==> config.mk <==
export PLATFORM = sky130hd
export DESIGN_NAME = fb_pixel_arbiter
export DESIGN_NICKNAME = d
export VERILOG_FILES = /design/src/rtl/fb_pkg.sv /design/src/rtl/rr_arb2.sv /design/src/rtl/fb_pixel_arbiter.sv
export SDC_FILE = /design/constraint.sdc
export NUM_CORES = 1
export LEC_CHECK = 0
export BUFFER_PORTS_ARGS = -buffer_cell sky130_fd_sc_hd__buf_2
export CELL_PAD_IN_SITES_DETAIL_PLACEMENT = 0
export CELL_PAD_IN_SITES_GLOBAL_PLACEMENT = 2
export CORE_ASPECT_RATIO = 0.75
export CORE_MARGIN = 2
export CORE_UTILIZATION = 32
export DETAILED_ROUTE_END_ITERATION = 6
export PLACE_DENSITY_LB_ADDON = 0.1
export SLEW_MARGIN = 20
export SYNTH_ARGS = -nofsm -noshare
export SYNTH_HDL_FRONTEND = slang
export SYNTH_SLANG_ARGS = --single-unit
==> constraint.sdc <==
create_clock -name clk -period 2.2 [get_ports clk]
set_input_delay 0.33 -clock clk [delete_from_list [all_inputs] [get_ports clk]]
set_output_delay 0.33 -clock clk [all_outputs]
set_load 0.01 [all_outputs]
==> src/rtl/fb_pkg.sv <==
// Shared types, geometry constants and pixel helpers for the 128x64 mono framebuffer.
// The framebuffer is page-major: addr = page*128 + column.
package fb_pkg;

  localparam int COLS     = 128;
  localparam int PAGES    = 8;
  localparam int FB_AW    = 10;
  localparam int FB_XW    = 7;
  localparam int FB_YW    = 6;
  localparam int FB_DW    = 8;
  localparam int FB_DEPTH = COLS * PAGES;

  typedef enum logic [1:0] {
    OP_SET = 2'b00,
    OP_CLR = 2'b01,
    OP_TGL = 2'b10,
    OP_NOP = 2'b11
  } fb_op_e;

  typedef enum logic [1:0] {
    ST_IDLE  = 2'b00,
    ST_READ  = 2'b01,
    ST_WRITE = 2'b10,
    ST_CLEAR = 2'b11
  } fb_state_e;

  function automatic logic [FB_AW-1:0] fb_addr(input logic [FB_XW-1:0] x,
                                               input logic [FB_YW-1:0] y);
    return {y[5:3], x};
  endfunction

  // Updated byte for one pixel: the row-within-page selects the bit.
  function automatic logic [FB_DW-1:0] fb_rmw(input fb_op_e op,
                                              input logic [FB_DW-1:0] d,
                                              input logic [2:0] bit_sel);
    logic [FB_DW-1:0] m;
    m = 8'h01 << bit_sel;
    case (op)
      OP_SET:  return d | m;
      OP_CLR:  return d & ~m;
      OP_TGL:  return d ^ m;
      default: return d;
    endcase
  endfunction

endpackage

==> src/rtl/rr_arb2.sv <==
// Two-way round-robin arbiter: when both request, the one that did not win last time wins.
// last_grant resets to 1 so requester 0 wins the first tie.
module rr_arb2 (
  input  logic       clk,
  input  logic       rst,
  input  logic [1:0] req,
  input  logic       grant_en,
  output logic       grant_valid,
  output logic       grant_id
);

  logic last_q;
  logic last_d;

  always_comb begin
    grant_valid = |req;
    if (req == 2'b11) begin
      grant_id = ~last_q;
    end else begin
      grant_id = req[1];
    end
    last_d = last_q;
    if (grant_en && grant_valid) begin
      last_d = grant_id;
    end
  end

  always_ff @(posedge clk or posedge rst) begin
    if (rst) begin
      last_q <= 1'b1;
    end else begin
      last_q <= last_d;
    end
  end

endmodule

==> src/rtl/fb_pixel_arbiter.sv <==
// Framebuffer RAM owner: serialises pixel read-modify-write requests from two requesters
// and runs full-screen clear sweeps over the single RAM read/write port set.
module fb_pixel_arbiter
  import fb_pkg::*;
#(
  parameter int RD_LAT = 2
) (
  input  logic             clk,
  input  logic             rst,
  input  logic             req0,
  input  logic [1:0]       op0,
  input  logic [FB_XW-1:0] x0,
  input  logic [FB_YW-1:0] y0,
  output logic             done0,
  input  logic             req1,
  input  logic [1:0]       op1,
  input  logic [FB_XW-1:0] x1,
  input  logic [FB_YW-1:0] y1,
  output logic             done1,
  input  logic             clr_req,
  output logic             clr_busy,
  output logic             busy,
  output logic [FB_AW-1:0] ram_rd_addr,
  input  logic [FB_DW-1:0] ram_rd_data,
  output logic [FB_AW-1:0] ram_wr_addr,
  output logic [FB_DW-1:0] ram_wr_data,
  output logic             ram_wr_en,
  output fb_state_e        dbg_state
);

  localparam int LAT_W = (RD_LAT > 1) ? $clog2(RD_LAT) : 1;
  localparam logic [LAT_W-1:0] LAT_LAST = LAT_W'(RD_LAT - 1);
  localparam logic [FB_AW-1:0] CLR_LAST = FB_AW'(FB_DEPTH - 1);

  // Handshake: a requester raises reqN with op/x/y stable and holds them until it sees
  // doneN high; on that same edge it drops reqN or presents its next request. doneN is a
  // one-cycle pulse coinciding with the RAM write that retires the request.

  fb_state_e        state_q, state_d;
  logic             id_q, id_d;
  fb_op_e           op_q, op_d;
  logic [2:0]       bit_q, bit_d;
  logic [LAT_W-1:0] lat_cnt_q, lat_cnt_d;
  logic [FB_AW-1:0] clr_cnt_q, clr_cnt_d;
  logic [FB_AW-1:0] rd_addr_q, rd_addr_d;
  logic [FB_AW-1:0] wr_addr_q, wr_addr_d;
  logic [FB_DW-1:0] wr_data_q, wr_data_d;
  logic             wr_en_q, wr_en_d;

  logic arb_en;
  logic grant_valid;
  logic grant_id;
  logic lat_done;

  // Grants are only taken in IDLE and only when no clear is asking for the RAM.
  assign arb_en   = (state_q == ST_IDLE) && !clr_req;
  assign lat_done = (lat_cnt_q == LAT_LAST);

  rr_arb2 u_arb (
    .clk         (clk),
    .rst         (rst),
    .req         ({req1, req0}),
    .grant_en    (arb_en),
    .grant_valid (grant_valid),
    .grant_id    (grant_id)
  );

  always_ff @(posedge clk or posedge rst) begin
    if (rst) begin
      state_q <= ST_IDLE;
    end else begin
      state_q <= state_d;
    end
  end

  always_comb begin
    state_d = state_q;
    case (state_q)
      ST_IDLE: begin
        if (clr_req) begin
          state_d = ST_CLEAR;
        end else if (grant_valid) begin
          state_d = ST_READ;
        end
      end
      ST_READ:  if (lat_done) state_d = ST_WRITE;
      ST_WRITE: state_d = ST_IDLE;
      ST_CLEAR: if (clr_cnt_q == CLR_LAST) state_d = ST_IDLE;
      default:  state_d = ST_IDLE;
    endcase
  end

  // Write port values are computed one cycle ahead so the strobe lines up with WRITE/CLEAR.
  always_comb begin
    id_d      = id_q;
    op_d      = op_q;
    bit_d     = bit_q;
    lat_cnt_d = lat_cnt_q;
    clr_cnt_d = clr_cnt_q;
    rd_addr_d = rd_addr_q;
    wr_addr_d = wr_addr_q;
    wr_data_d = wr_data_q;
    wr_en_d   = 1'b0;
    case (state_q)
      ST_IDLE: begin
        if (clr_req) begin
          clr_cnt_d = '0;
          wr_en_d   = 1'b1;
          wr_addr_d = '0;
          wr_data_d = '0;
        end else if (grant_valid) begin
          id_d      = grant_id;
          op_d      = fb_op_e'(grant_id ? op1 : op0);
          bit_d     = grant_id ? y1[2:0] : y0[2:0];
          rd_addr_d = grant_id ? fb_addr(x1, y1) : fb_addr(x0, y0);
          lat_cnt_d = '0;
        end
      end
      ST_READ: begin
        if (lat_done) begin
          wr_en_d   = 1'b1;
          wr_addr_d = rd_addr_q;
          wr_data_d = fb_rmw(op_q, ram_rd_data, bit_q);
        end else begin
          lat_cnt_d = lat_cnt_q + 1'b1;
        end
      end
      ST_CLEAR: begin
        if (clr_cnt_q != CLR_LAST) begin
          clr_cnt_d = clr_cnt_q + 1'b1;
          wr_en_d   = 1'b1;
          wr_addr_d = clr_cnt_q + 1'b1;
          wr_data_d = '0;
        end
      end
      default: ;
    endcase
  end

  always_ff @(posedge clk or posedge rst) begin
    if (rst) begin
      id_q      <= 1'b0;
      op_q      <= OP_SET;
      bit_q     <= '0;
      lat_cnt_q <= '0;
      clr_cnt_q <= '0;
      rd_addr_q <= '0;
      wr_addr_q <= '0;
      wr_data_q <= '0;
      wr_en_q   <= 1'b0;
    end else begin
      id_q      <= id_d;
      op_q      <= op_d;
      bit_q     <= bit_d;
      lat_cnt_q <= lat_cnt_d;
      clr_cnt_q <= clr_cnt_d;
      rd_addr_q <= rd_addr_d;
      wr_addr_q <= wr_addr_d;
      wr_data_q <= wr_data_d;
      wr_en_q   <= wr_en_d;
    end
  end

  always_comb begin
    busy      = (state_q != ST_IDLE);
    clr_busy  = (state_q == ST_CLEAR);
    done0     = (state_q == ST_WRITE) && (id_q == 1'b0);
    done1     = (state_q == ST_WRITE) && (id_q == 1'b1);
    dbg_state = state_q;
  end

  assign ram_rd_addr = rd_addr_q;
  assign ram_wr_addr = wr_addr_q;
  assign ram_wr_data = wr_data_q;
  assign ram_wr_en   = wr_en_q;

endmodule

After elaboration in Yosys (flattened, before gate mapping)
Index checks and enable logic that the tools add are counted.
- eq/ne operators: 15
- bitwise operators: 7
- $add $sub $neg: 2
- reductions and logical operators: 17
- mux-type cells: 27
- shift-type cells: 1
- operators by type and width (cell ; count):
    8-bit case mux with 3 select lines ; 2
    10-bit two-way mux ; 4
    10-bit case mux with 3 select lines ; 1
    8-bit two-way mux ; 3
    10-bit case mux with 2 select lines ; 1
    3-bit AND reduction ; 4
    10-bit by 1-bit adder with 10-bit output (second input constant) ; 1
    10-bit equality test (second input constant) ; 1
    2-bit two-way mux ; 5
    10-bit inequality test (second input constant) ; 1
    8-bit AND ; 1
    2-bit equality test (second input constant) ; 4
    2-bit inequality test (second input constant) ; 4
    8-bit inverter ; 1
    8-bit bitwise OR ; 1
    2-bit case mux with 4 select lines ; 1
    1-bit by 3-bit left shift with 8-bit output (first input constant) ; 1
    8-bit XOR ; 1
    1-bit two-way mux ; 7
    2-bit nonzero test ; 3
    2-bit by 1-bit equality test with 1-bit output (second input constant) ; 2
    1-bit logical AND ; 4
    2-bit zero test ; 2
    2-bit by 1-bit inequality test with 1-bit output (second input constant) ; 2
    other kinds (10) ; 12
- word-level logic and storage cells: 80
- bits of input ports: 43
- output and inout port bits: 35
- register bits: 49

Logic depth before layout (Yosys ltp)
Gate-level depths: netlist of the first run.
- depth after elaboration: 6
- gate-level depth with buffers: 8
- mapped depth without buffers: 7

By module
Synthesis of the first run repeated with hierarchy kept, for this count alone.
- cells, all modules: 299
- area total of the unflattened synthesis: 3016.6 µm²
- by module, submodules not included (module ; instances ; cells each ; seq. area each (µm²) ; area each (µm²)):
    fb_pixel_arbiter ; 1 ; 293 ; 1201.2 ; 2961.6
    rr_arb2 ; 1 ; 6 ; 26.3 ; 55.1

Worst setup path after synthesis of the first run
No wires, ideal clock.
- kind: register to register
- start point: register bit_q[0]
- end point: register wr_data_q[1], in the netlist ram_wr_data[1]
- arrival time: 1.823 ns
- path buffers: 1
- library setup time: 0.127 ns
- setup slack: 0.249 ns
- clock period less this slack: 1.951 ns
- cell stages (with the launch flop): 7
- required time: 2.073 ns
- cells stage by stage: dfrtp_1 clkbuf_1 or3b_2 ha_1 a211oi_1 a211oi_1 mux2_1
- word-level cells in the longest chain between the ends: 6
- elaborated cells on any way between the ends: 8
- those cells by class: 1 x shift; 3 x mux; 4 x bitwise
- ends and longest elaborated chain (item ; line ; source):
    start, declared ; fb_pixel_arbiter.sv:42 ; logic [2:0] bit_q, bit_d;
    start signal, assigned ; fb_pixel_arbiter.sv:154 ; bit_q <= bit_d;
    1-bit by 3-bit left shift with 8-bit output (*) ; fb_pkg.sv:37 ; m = 8'h01 << bit_sel;
    8-bit inverter ; fb_pkg.sv:40 ; OP_CLR: return d & ~m;
    8-bit AND ; fb_pkg.sv:40 ;
    8-bit case mux with 3 select lines (*) ; fb_pkg.sv:38 ; case (op)
    8-bit two-way mux (*) ; fb_pixel_arbiter.sv:120 ; if (lat_done) begin
    8-bit case mux with 3 select lines (*) ; fb_pixel_arbiter.sv:104 ; case (state_q)
    end signal, assigned ; fb_pixel_arbiter.sv:159 ; wr_data_q <= wr_data_d;
    end, declared ; fb_pixel_arbiter.sv:47 ; logic [FB_DW-1:0] wr_data_q, wr_data_d;
Mark *: on every way between the ends. The rest lies on a longest branch, timed or not. The select of a mux whose other input is x is not followed.
A chain may end at the register's enable or synchronous reset.

Worst setup path after layout of the first run
- start point: register clr_cnt_q[0]
- end point: register wr_addr_q[8], in the netlist ram_wr_addr[8]
- word-level cells in the longest chain between the ends: 3
- elaborated cells on any way between the ends: 6
- those cells by class: 1 x add/sub; 2 x eq/ne; 2 x mux; 1 x reduce/logical
- ends and longest elaborated chain (item ; line ; source):
    start, declared ; fb_pixel_arbiter.sv:44 ; logic [FB_AW-1:0] clr_cnt_q, clr_cnt_d;
    start signal, assigned ; fb_pixel_arbiter.sv:156 ; clr_cnt_q <= clr_cnt_d;
    10-bit by 1-bit adder with 10-bit output / 10-bit inequality test (equally long branches) ; fb_pixel_arbiter.sv:132, fb_pixel_arbiter.sv:129 ;
    10-bit two-way mux / 2-bit by 1-bit inequality test with 1-bit output (equally long branches) ; -- ;
    10-bit case mux with 3 select lines / 4-bit AND reduction (equally long branches) ; -- ;
    end signal, assigned ; fb_pixel_arbiter.sv:158 ; wr_addr_q <= wr_addr_d;
    end, declared ; fb_pixel_arbiter.sv:46 ; logic [FB_AW-1:0] wr_addr_q, wr_addr_d;
Several ways; a longest one is shown, not always the timed one. The select of a mux whose other input is x is not followed.

==> results of run 1 <==
## worst max-delay path by stage
stage | cells after the start | endpoint | startpoint
2_1_floorplan | 6 | ram_wr_data[1] | bit_q[0]
3_3_place_gp | 5 | ram_wr_data[1] | bit_q[1]
3_5_place_dp | 6 | ram_wr_addr[8] | clr_cnt_q[0]
4_1_cts | 6 | ram_wr_addr[8] | clr_cnt_q[0]
5_1_grt | 6 | ram_wr_addr[9] | clr_cnt_q[0]
6_report | 6 | ram_wr_addr[8] | clr_cnt_q[0]
## critical path, delay by kind of cell (launching register included)
kind	cells	cell delay (ns)
simple gates	1	0.11
compound gates	2	0.54
fa+ha+maj	1	0.22
mux	1	0.34
flops	1	0.43
buf+inv	1	0.23
## synth_stat cells (2+ instances only)
library cell and count:
and3_1 2, and4_1 3, mux2_1 12, or3b_2 2
nand2_1 30, o31ai_1 2, o21ai_0 28, nand2b_1 3
a211oi_1 7, buf_6 2, buf_2 6, nand3b_1 4
nor3_1 6, mux2i_1 23, a22o_1 2, nor2_1 12
a21oi_1 15, or3_1 3, a311oi_1 5, inv_1 27
a31oi_1 3, clkbuf_1 13, o31a_1 2, o211ai_1 2
mux4_2 6, dfrtp_1 48, xnor2_1 2, nand3_1 2
ha_1 17, nand4_1 3, or4_1 2
## routing by layer
layer	up-vias	track usage, %
met4	0	3.57
met3	4	4.08
met5	-	0
met1	1169	26.9
li1	1255	-
met2	68	23.2
## state kept, by name, summed over array words and instances, names as in the netlist, 2 cells and up
name,count
clr_cnt_q,10
dbg_state,2
op_q,2
ram_wr_addr,10
ram_rd_addr,10
ram_wr_data,8
bit_q,3
## metrics by stage
step | utilization, % | hold slack, ns | total power, mW | instances | instance area [um2]
detailed placement | 39.4 | 0.475 | 3.85 | 507 | 3590
floorplan | - | 0.393 | 3.04 | 310 | 3030
CTS | 41.5 | 0.233 | 4.86 | 515 | 3780
global placement | 39.4 | 0.471 | 3.83 | 507 | 3590
finish | 41.6 | 0.200 | 4.80 | 515 | 3790
global route | 41.6 | 0.271 | 5.19 | 515 | 3790
## layout make-up
cell class	instances	area, um2	share of cell area, %
Tap cell	128	160	4.22
Inverter	27	101	2.67
Clock buffer	5	125	3.30
Multi-Input combinational cell	211	1600	42.2
Clock inverter	3	65.1	1.72
Timing Repair Buffer	92	510	13.5
Sequential cell	49	1230	32.4
## cells by family (layout without fill, tap and decap cells)
kind of cell               count (synthesis)  in the layout  synth area share [%]
AOI/OAI and AO/OA                         72             72                  14.7
xor gates and xnor gates                   3              3                 0.869
adders and majority gates                 17             17                  7.03
buffers and inverters                     50            127                  6.99
DFF                                       49             49                  40.6
muxes                                     42             42                  16.9
and+or+nand+nor                           77             77                  12.9
## layout by cell type, fill, tap and decap left out, drive strengths merged, types with 3 or more instances in the layout
cell type | synthesis | routed
a31oi | 3 | 3
clkbuf | 14 | 5
a21oi | 15 | 15
o21ai | 29 | 29
ha | 17 | 17
and4 | 3 | 3
nor3 | 6 | 6
nand4 | 3 | 3
nand3b | 4 | 4
a311oi | 5 | 5
nand2 | 31 | 31
nor2 | 12 | 12
nand2b | 3 | 3
mux2 | 13 | 13
dfrtp | 48 | 48
inv | 27 | 27
a211oi | 7 | 7
or3 | 3 | 3
nand3 | 3 | 3
mux4 | 6 | 6
mux2i | 23 | 23
buf | 9 | 92
## power by group through the flow
stage / combinational, mW / clock, mW / sequential (mW)
3_3_place_gp: 2.16 / 0 / 1.67
3_5_place_dp: 2.18 / 0 / 1.67
6_report: 2.15 / 0.993 / 1.65
4_1_cts: 2.18 / 1.02 / 1.65
5_1_grt: 2.41 / 1.06 / 1.73
2_1_floorplan: 1.47 / 0 / 1.57
==> impl_metrics.tcl, run 1 <==
set metrics [dict create \
    place_worst_setup_slack_ns 0.207 \
    cts_sinks 49 \
    status "finished, final reports clean" \
    cp_max_fo 10 \
    fmax_mhz 501 \
    root_buffer "clkbuf_16" \
    comb_power_share_pct 44.9 \
    post-cts-setup-buffer-count 0 \
    die_w_um 116 \
    cts_hold_buffers 0 \
    fill_cells 919 \
    grt_pass1_wl_um 13100 \
    final.setup_skew_ns 0.00679 \
    crit_chain "ha_1 -> nand2_2 -> o31a_1 -> o21ai_2 -> buf_4 -> mux2_1" \
    port_buffers 77 \
    antenna_found_initial 0 \
    grt_pass1_vias 2418 \
    via_per_inst 4.85 \
    p_seq_share_pct 34.4 \
    cp-start-kind "flip-flop" \
    r2r-end "ram_wr_addr[8]" \
    async_flop_share_pct 100 \
    synth-seq-cells 49 \
    synth_edf_count 0 \
    cts_buffer_depth 2 \
    cts_buffers 5 \
    setup_tns_ns 0 \
    diodes 0 \
    coreArea_um2 9120 \
    max-slew-margin-rel_pct 53.7 \
    wl_met1_um 4500 \
    drive_above_1_share_pct 30.2 \
    routedWlPerCell_um 15.8 \
    synthCells 310 \
    cp_slowest_stage_delay_ns 0.43 \
    routabilityCongestion 0.767 \
    cts-resized-gates 0 \
    avgSynthCellArea_um2 9.76 \
    hold_viol 0 \
    dp.final_hpwl_um 6120 \
    nets 446 \
    switchingPower_mw 1.91 \
    first_pass_iters 4 \
    fin_crit_sh_pct 90.7 \
    postRouteAntennaNets 0 \
    cts_tree "done" \
    synth_fp_nets 370 \
    ys_types 47 \
    p_leak_nw 1.84 \
    rr_worst_depth 6 \
    drt_wl_total_um 8120 \
    yosysTopAreaCellShare_pct 39.7 \
    worstPathArrival_ns 2.17 \
    dieArea_um2 10300 \
    finalSetupViolations 0 \
    power_frac_clock_pct 20.7 \
    switching_share_pct 39.8 \
    worst_pin_slew_ns 0.692 \
    min_path_type "input port to async pin" \
    start_util_pct 33.2 \
    grt_max_degree 50 \
    wl_met3_um 473 \
    synth_ff_type "dfrtp_1" \
    required_ns 2.37 \
    synth_area_leaders "dfrtp_1 40%, mux2i_1 7.6%, ha_1 7.0%, o21ai_0 4.6%, mux2_1 4.5%" \
    dieHeight_um 88.2 \
    synthesis.area_um2 3030 \
    power_density_nw_per_um2 1260 \
    slowest_stage "dfrtp_1" \
    row_count 30 \
    wl_met2_um 3090 \
    drt_iter0_drc 168 \
    r2r_setup_slack_ns 0.21 \
    syn2layout_area_growth_pct 25.3 \
    crit-reg2reg-launch "clr_cnt_q[0]" \
    cts_htree_levels 2 \
    grtUsageTotal_pct 17.0 \
    clock_latency_ns 0.29 \
    top_layer_used "met4" \
    clk_pin_slew_worst_paths_ns 0.07 \
    fin_ws_ns 0.205 \
    synth_warnings 0 \
    yosys.area.top_type "dfrtp_1" \
    path_class "flip-flop to flip-flop" \
    yosysSeqAreaShare_pct 40.6 \
    drv_cap 0 \
    irDropWorstVdd_v 0.000395 \
    grt_overflow 0 \
    p_int_mw 2.89 \
    critPathCaptureType "flip-flop" \
    drc_errors 0 \
    vias 2496 \
    drv_slew 0 \
    io_pins 78 \
    period_needed_ns 1.99 \
    rsz0062_at_grt "false" \
]
Note: power is estimated with default switching activity, not from simulation.
==> run 2, diff against run 1 <==
Settings changed: CORE_UTILIZATION 32 to 29.
Clock period 2.2 ns to 1.75 ns, I/O delays scaled along.
==> impl_metrics.tcl, run 2 (synthesis gave the netlist of run 1 again) <==
set metrics [dict create \
    p_seq_share_pct 29.8 \
    coreArea_um2 10200 \
    grt_pass1_vias 2522 \
    fin_ws_ns -0.0203 \
    final_cell_mix "77 x buf_2, 46 x dfrtp_1, 35 x buf_4" \
    first_pass_iters 4 \
    finalNonFillerCells 551 \
    r2r_setup_slack_ns -0.02 \
    mostFrequentLayoutCell "buf_2" \
    root_buffer "clkbuf_16" \
    p_int_mw 3.91 \
    worstPathArrival_ns 1.95 \
    cts_sinks 49 \
    antenna_found_initial 0 \
    drv_cap 0 \
    switchingPower_mw 2.59 \
    dp_cells 538 \
    grtUsageTotal_pct 16.0 \
    design_area_um2 4150 \
    rsz0062_at_grt "true" \
    use_met1_pct 25.1 \
    syn2layout_area_growth_pct 37.1 \
    row_count 32 \
    cp-startpoint "bit_q[1]" \
    path_class "flip-flop to flip-flop" \
    setup_tns_ns -0.0459 \
    crit-reg2reg-launch "bit_q[1]" \
    max-slew-margin-rel_pct 74.4 \
    drt_wl_total_um 8570 \
    critPathCaptureType "flip-flop" \
    irDropWorstVdd_v 0.000551 \
    dp.final_hpwl_um 6510 \
    postRouteAntennaNets 0 \
    drv_slew 0 \
    drc_errors 0 \
    grt_util_met2_pct 21.5 \
    met3_usage_pct 3.94 \
    violations "hold timing, setup timing" \
    status "complete, but fails checks" \
    hold_viol 7 \
    diodes 0 \
    power_frac_clock_pct 14.8 \
    start_util_pct 29.6 \
    required_ns 1.93 \
    placed_cell_area_um2 3890 \
    top_usage_layer "met1" \
    clock_latency_ns 0.29 \
    clk_pin_slew_worst_paths_ns 0.07 \
    drive_above_1_share_pct 39.3 \
    period_needed_ns 1.77 \
    fin_crit_sh_pct 101 \
    min_path_type "input port to async pin" \
    fill_cells 1028 \
    fmax_mhz 565 \
    power_density_nw_per_um2 1570 \
    switching_share_pct 39.9 \
    place_worst_setup_slack_ns -0.0286 \
    routedWlPerCell_um 15.6 \
    nets 474 \
    p_total_mw 6.50 \
    cts_buffers 5 \
    die_w_um 122 \
    rr_worst_depth 5 \
    r2r-end "ram_wr_data[2]" \
    final.setup_skew_ns 0.00798 \
    port_buffers 77 \
    dieHeight_um 92.5 \
    cts_htree_levels 2 \
    cts_buffer_depth 2 \
    grt_pass1_wl_um 13700 \
    finalSetupViolations 3 \
    cp-start-kind "flip-flop" \
    routabilityCongestion 0.806 \
    comb_power_share_pct 55.4 \
    io_pins 78 \
    grt_max_degree 50 \
    drt_iter0_drc 90 \
    vias 2600 \
    worst_pin_slew_ns 0.381 \
    worst_hold_slack_ns -0.00733 \
    grt_overflow 0 \
    via_per_inst 4.72 \
    p_leak_nw 2.01 \
    cts_tree "done" \
    cp_max_fo 6 \
    dieArea_um2 11300 \
    final_core_util_pct 40.6 \
]
-- run 2: cell types whose count changed in the layout (fill, tap and decap cells not counted), moves of 3 or more --
cell    before  now
buf_12       1    5
ha_1        17   12
ha_4         0    5
mux2_1      12    8
buf_6        0    3
buf_4       14   35
mux2_4       0    4
-- run 2: routing by layer --
metal  vias up  share of wire (%)
met5         -                  0
met4         0               0.93
met3         7                6.9
met2        78                 37
met1      1203                 55
li1       1312                  -
-- run 2: critical path: stages, from the launching register on --
cell and delay [ns]:
dfrtp_1 0.45, or3b_4 0.43, ha_4 0.21, mux4_2 0.44, nand2_1 0.07, mux2i_1 0.06
-- run 2: what timing repair did --
item | CTS | global route
setup endpoints to repair | 12 | 24
pin swaps | 3 | 7
buffers inserted | 1 | 4
resized for setup | 2 | 18
hold buffers | 0 | 0
-- run 2: final cells by class --
type                            count  area [um2]  share of cell area [%]
Clock buffer                        6         129                    3.11
Clock inverter                      2        10.0                   0.241
Inverter                           27         101                    2.44
Multi-Input combinational cell    211        1730                    41.6
Sequential cell                    49        1230                    29.7
Tap cell                          136         170                    4.10
Timing Repair Buffer              120         782                    18.9
-- run 2: worst max-delay path by stage --
stage | end | slack (ns) | cells past startpoint
finish | ram_wr_data[2] | -0.02 | 5
floorplan | ram_wr_data[2] | -0.04 | 6
global placement | ram_wr_data[2] | -0.002 | 5
detailed placement | ram_wr_data[2] | -0.03 | 5
CTS | ram_wr_data[0] | -0.02 | 5
global route | ram_wr_data[3] | -0.09 | 6
-- run 2: power by group through the flow --
stage,combinational [mW],clock (mW),sequential (mW)
2_1_floorplan,1.99,0,1.99
3_3_place_gp,3.36,0,1.95
3_5_place_dp,3.39,0,1.95
4_1_cts,3.44,1.01,1.94
5_1_grt,3.98,1.05,2.00
6_report,3.60,0.962,1.94
